`src/rtl/gate_deadtime_if.sv`:
```
// Gate driver bus: enable, bridge requests, dead time, fault in/clear,
// gate drives and latched fault flag.
interface gate_deadtime_if;
  logic       ena;
  logic [7:0] rgz;
  logic [7:0] dtc;
  logic       fli;
  logic       clr;
  logic [7:0] gtz;
  logic       flt;

  modport master (
    output ena, rgz, dtc, fli, clr,
    input  gtz, flt
  );

  modport slave (
    input  ena, rgz, dtc, fli, clr,
    output gtz, flt
  );
endinterface

```
`src/rtl/gate_deadtime.sv`:
```
// Three-phase gate driver with dead-time insertion and fault latch.
// Phase map on rgz/gtz: [5:4]=A{H,L}, [3:2]=B{H,L}, [1:0]=C{H,L}.
// Optional macro SHOOT_FAULT_EN: an illegal (11) request while enabled
// latches the fault; otherwise it is treated as off for that phase only.
module gate_deadtime #(
  parameter int unsigned DT_MIN = 2
) (
  input logic          clk,
  input logic          rst,
  gate_deadtime_if.slave bus
);

  // DT_MIN must be at least 1; a zero setting is floored to 1 so the
  // break-before-make gap can never collapse.
  localparam logic [7:0] DT_FLOOR = (DT_MIN < 1) ? 8'd1 : 8'(DT_MIN);

  // Encoding is {H,L} so each gate pin is a state flop bit directly.
  typedef enum logic [1:0] {
    OFF  = 2'b00,
    ON_L = 2'b01,
    ON_H = 2'b10
  } phase_t;

  logic [5:0] rgz_q;
  logic       fli_q;
  logic       clr_q;
  logic       flt;

  phase_t     state    [3];
  phase_t     state_nx [3];
  logic [7:0] cnt      [3];
  logic [7:0] cnt_nx   [3];

  logic [2:0] req_h;
  logic [2:0] req_l;
  logic [2:0] illegal;
  logic [7:0] td;
  logic       fault_set;
  logic       fault_clr;
  logic       block;

  logic       unused_rgz_hi;
  assign unused_rgz_hi = ^bus.rgz[7:6];

  // Input stage: requests, fault and clear are registered once.
  always_ff @(posedge clk or posedge rst) begin
    if (rst) begin
      rgz_q <= '0;
      fli_q <= 1'b0;
      clr_q <= 1'b0;
    end else begin
      rgz_q <= bus.rgz[5:0];
      fli_q <= bus.fli;
      clr_q <= bus.clr;
    end
  end

  // Request decode, dead-time clamp and fault set/clear conditions.
  always_comb begin
    req_h   = '0;
    req_l   = '0;
    illegal = '0;
    for (int unsigned i = 0; i < 3; i++) begin
      req_h[i]   =  rgz_q[2*i+1] & ~rgz_q[2*i];
      req_l[i]   = ~rgz_q[2*i+1] &  rgz_q[2*i];
      illegal[i] =  rgz_q[2*i+1] &  rgz_q[2*i];
    end
    td = (bus.dtc < DT_FLOOR) ? DT_FLOOR : bus.dtc;
`ifdef SHOOT_FAULT_EN
    fault_set = fli_q | (bus.ena & (|illegal));
`else
    fault_set = fli_q;
`endif
    fault_clr = clr_q & ~fli_q & ~(|illegal);
    block     = ~bus.ena | flt | fault_set;
  end

  // Fault latch; set has priority over clear.
  always_ff @(posedge clk or posedge rst) begin
    if (rst) begin
      flt <= 1'b0;
    end else if (fault_set) begin
      flt <= 1'b1;
    end else if (fault_clr) begin
      flt <= 1'b0;
    end
  end

  // Per-phase state and dead counter registers.
  always_ff @(posedge clk or posedge rst) begin
    if (rst) begin
      for (int unsigned i = 0; i < 3; i++) begin
        state[i] <= OFF;
        cnt[i]   <= '0;
      end
    end else begin
      for (int unsigned i = 0; i < 3; i++) begin
        state[i] <= state_nx[i];
        cnt[i]   <= cnt_nx[i];
      end
    end
  end

  // Per-phase next state: leave ON loads the dead time; OFF counts down
  // (even while disabled) and only re-enters ON once the count is zero.
  always_comb begin
    for (int unsigned i = 0; i < 3; i++) begin
      state_nx[i] = state[i];
      cnt_nx[i]   = cnt[i];
      case (state[i])
        ON_H: begin
          if (!req_h[i] || block) begin
            state_nx[i] = OFF;
            cnt_nx[i]   = td;
          end
        end
        ON_L: begin
          if (!req_l[i] || block) begin
            state_nx[i] = OFF;
            cnt_nx[i]   = td;
          end
        end
        default: begin
          state_nx[i] = OFF;
          if (cnt[i] != '0) begin
            cnt_nx[i] = cnt[i] - 8'd1;
          end else if (!block) begin
            if (req_h[i]) begin
              state_nx[i] = ON_H;
            end else if (req_l[i]) begin
              state_nx[i] = ON_L;
            end
          end
        end
      endcase
    end
  end

  // Gate drives come straight from the state flops.
  always_comb begin
    bus.gtz = {2'b00, state[2], state[1], state[0]};
    bus.flt = flt;
  end

endmodule
```
`src/flat_wrapper.sv`:
```
// flat-port wrapper written by rule: the top's interface ports become plain ports
module gate_deadtime_flat 
#(
  parameter int unsigned DT_MIN = 2
)
  (clk, rst, bus_ena, bus_rgz, bus_dtc, bus_fli, bus_clr, bus_gtz, bus_flt);
  gate_deadtime_if bus_i ();
  input logic clk;
  input logic rst;
  input wire logic [$bits(bus_i.ena)-1:0] bus_ena;
  input wire logic [$bits(bus_i.rgz)-1:0] bus_rgz;
  input wire logic [$bits(bus_i.dtc)-1:0] bus_dtc;
  input wire logic [$bits(bus_i.fli)-1:0] bus_fli;
  input wire logic [$bits(bus_i.clr)-1:0] bus_clr;
  output wire logic [$bits(bus_i.gtz)-1:0] bus_gtz;
  output wire logic [$bits(bus_i.flt)-1:0] bus_flt;
  assign bus_i.ena = bus_ena;
  assign bus_i.rgz = bus_rgz;
  assign bus_i.dtc = bus_dtc;
  assign bus_i.fli = bus_fli;
  assign bus_i.clr = bus_clr;
  assign bus_gtz = bus_i.gtz;
  assign bus_flt = bus_i.flt;
  gate_deadtime #(.DT_MIN(DT_MIN)) u_core (.clk(clk), .rst(rst), .bus(bus_i));
endmodule
```
`config.mk`:
```
export PLATFORM = sky130hd
export DESIGN_NAME = gate_deadtime_flat
export DESIGN_NICKNAME = d
export VERILOG_FILES = /design/src/rtl/gate_deadtime_if.sv /design/src/rtl/gate_deadtime.sv /design/src/flat_wrapper.sv
export SDC_FILE = /design/constraint.sdc
export NUM_CORES = 1
export LEC_CHECK = 0
export CAP_MARGIN = 5
export CORE_ASPECT_RATIO = 1.2
export CORE_MARGIN = 2
export CORE_UTILIZATION = 55
export CTS_BUF_LIST = sky130_fd_sc_hd__clkbuf_4
export DETAILED_ROUTE_END_ITERATION = 8
export GPL_TIMING_DRIVEN = 0
export PLACE_DENSITY = 0.78
export SLEW_MARGIN = 20
export SYNTH_ARGS = -nofsm -noshare
export SYNTH_HDL_FRONTEND = slang
export SYNTH_SLANG_ARGS = --single-unit
```
`constraint.sdc`:
```
create_clock -name clk -period 2.25 [get_ports clk]
set_input_delay 0.225 -clock clk [delete_from_list [all_inputs] [get_ports clk]]
set_output_delay 0.225 -clock clk [all_outputs]
set_load 0.01 [all_outputs]
```
==> flow_summary.yaml <==
run_status:
  status: "finished clean"
global_routing:
  grt_pass1_vias: 2080
  antenna_found_initial: 0
  grt_max_degree: 22
  grt_first_pass_wirelength_um: 9650
  grt-ovfl-total: 0
  track_usage_pct: 25.3
finish:
  syn_to_final_growth_pct: 17.8
  fin_nets: 326
  drive_gt1_share_pct: 6.80
  diodes: 0
  fill_cells: 361
  final_cells: 350
  final_util_pct: 66.9
die:
  start_util_pct: 56.8
  rows: 26
  die-area_um2: 4910
  core_um2: 4230
  die_w_um: 64.3
  io_pins: 30
  die_h_um: 76.4
drt:
  avgViaCountPerCell: 6.23
  dr.pass1.iters: 4
  wl_per_cell_um: 16.6
  vias: 2180
  routed_wirelength_um: 5810
  drtAntennaViolNets: 0
  drc: 0
  drt_iter0_markers: 117
pwr:
  cellInternalPower_mw: 1.59
  switchingPower_mw: 0.954
  p_comb_share_pct: 35.8
  p_leak_nw: 1.20
  pwr-share-clk_pct: 18.4
  power_frac_seq_pct: 45.8
  peakVddDrop_mv: 0.540
  switching_share_pct: 37.5
  p_per_area_nw_per_um2: 899
sta:
  hold_violations: 0
  maxSlewHeadroom_pct: 54.8
  post-route-period-util_pct: 88.8
  setup_viol: 0
  setup-tns-final_ns: 0
  worstMarginPinSlew_ns: 0.672
  drv_slew: 0
  fin_hold_ws_ns: 0.209
  layout_setup_ws_ns: 0.251
  fmax_mhz: 500
  min_period_ns: 2.00
  rsz0062_at_grt: "false"
  fin_skew_ns: 0.00481
placement:
  dpl.hpwl_um: 4330
  io_buffers: 25
  dp_cells: 342
  routabilityCongestion: 0.873
  dp_slack_ns: -0.00727
hold_path:
  hold_class: "primary input to async pin"
worst_setup_path:
  required_ns: 2.54
  cp-start-kind: "flip-flop"
  worstSetupEndpointType: "flip-flop"
  critical_path_class: "flip-flop to flip-flop"
  arrival_ns: 2.29
  path_max_fanout: 5
synthesis:
  netlist_instances: 259
  yosysTopAreaCellShare_pct: 40.6
  synth_ff_type: "dfrtp_1"
  synth_top_cell_by_area: "dfrtp_1"
  avgSynthCellArea_um2: 9.28
  yosys.cell_types.count: 54
  synth-edff-count: 0
  ys_async_sr_fraction_pct: 100
  syn_area_um2: 2400
  synth.area.top_cells: "dfrtp_1, ha_1, a21oi_1, nand2_1, mux2i_1"
  seq_area_frac_synth_pct: 40.6
  ys_ff_latch: 39
  yosysWarnings: 0
clocking:
  h-tree-depth: 2
  ctsHoldBuffers: 0
  clock_latency_ns: 0.35
  cts_made_buffers: 5
  cts_max_path_buffers: 2
  clk_pin_slew_ns: 0.12
  post_cts_buffers: 0
  cts_tree: "done"
  root_buffer: "clkbuf_4"
  post_cts_resized: 0
  cts.sink_count: 39
run:
  drv_cap: 0
==> area by class of cell <==
type / count / area (um2) / area share [%]
Buffer: 9 / 48.8 / 1.72
Clock buffer: 5 / 37.5 / 1.33
Clock inverter: 3 / 38.8 / 1.37
Inverter: 18 / 67.6 / 2.39
Multi-Input combinational cell: 194 / 1310 / 46.4
Sequential cell: 39 / 976 / 34.5
Tap cell: 56 / 70.1 / 2.48
Timing Repair Buffer: 26 / 278 / 9.81
==> metrics by stage <==
stage,total power [mW],instance area (um2)
2_1_floorplan,1.81,2410
3_3_place_gp,2.02,2730
3_5_place_dp,2.06,2750
4_1_cts,2.53,2830
5_1_grt,2.75,2830
6_report,2.55,2830
==> kinds of logic after synthesis <==
group                    after synthesis  share of synthesized area (%)
AND/OR/NAND/NOR                       90                           22.2
flip-flops                            39                           40.6
other                                  1                          0.156
adder cells (fa/ha/maj)               12                           6.25
buffers and inverters                 27                           4.84
XOR/XNOR                               1                          0.365
AO/OA/AOI/OAI                         79                           21.3
multiplexers                          10                           4.32
==> cells in the final DEF, fill, tap and decap left out, drive strengths merged, types with 7 or more instances in the layout <==
master,count
a21oi,20
a31oi,10
clkbuf,11
clkdlybuf4s50,25
dfrtp,39
ha,12
inv,18
mux2i,7
nand2,21
nand3,8
nor3,9
o21ai,21
==> critical path: stages, from the launching register on <==
cell	delay [ns]
dfrtp_1	0.41
inv_1	0.06
ha_1	0.31
nor4b_1	0.35
nand4b_1	0.30
nand2_1	0.30
mux2i_1	0.21
==> metal layers <==
metal  GRT usage, %  share of wire, %  vias to the layer above  wire length (um)
li1               -                 -                     1037                 -
met1           29.8                41                     1059              2390
met2           45.0                52                       72              3020
met3           5.02               4.7                       12               273
met4           9.36               2.2                        0               129
met5              0                 0                        -                 0
==> registers in the layout, summed over array words and instances, names as in the netlist <==
| register | count |
|---|---|
| u_core.cnt | 24 |
| u_core.bus.gtz | 6 |
| u_core.rgz_q | 6 |
| u_core.bus.flt | 1 |
| u_core.clr_q | 1 |
| u_core.fault_set | 1 |
==> synth_stat cells (3+ instances only) <==
library cell	instances
a21o_1	3
a21oi_1	19
a31oi_1	10
and3_1	3
and3b_1	4
clkbuf_1	6
dfrtp_1	39
ha_1	12
inv_1	18
mux2_2	3
mux2i_1	7
nand2_1	21
nand2b_1	3
nand3_1	8
nand3b_1	4
nand4_1	3
nand4b_1	5
nor2_1	6
nor2b_1	4
nor3_1	9
nor3b_1	3
nor4_1	3
o21ai_0	12
o21ai_1	7
o22ai_1	4
o311ai_1	3
o32ai_1	3
or3b_1	3
==> path summary, 6_finish.rpt <==
path / from / end / slack (ns) / depth (start not counted)
setup / recovery: u_core.bus.gtz[4] / u_core.cnt[1] / 0.25 / 6
hold / removal: rst / u_core.bus.gtz[1] / 0.21 / 2
setup reg to reg: u_core.bus.gtz[4] / u_core.cnt[1] / 0.25 / 6
hold reg to reg: u_core.fault_set / u_core.bus.flt / 0.49 / 1
max in group asynchronous: rst / u_core.cnt[18] / 1.58 / 3
min in group clk: bus_rgz[1] / u_core.rgz_q[1] / 0.30 / 1
==> power by group through the flow <==
stage | combinational, mW | sequential, mW | clock [mW]
final | 0.912 | 1.16 | 0.468
after global routing | 1.04 | 1.20 | 0.511
after CTS | 0.904 | 1.15 | 0.476
after detailed placement | 0.896 | 1.17 | 0
after global placement | 0.857 | 1.16 | 0
after floorplan | 0.708 | 1.11 | 0
Power figures use the tool's default switching activity.
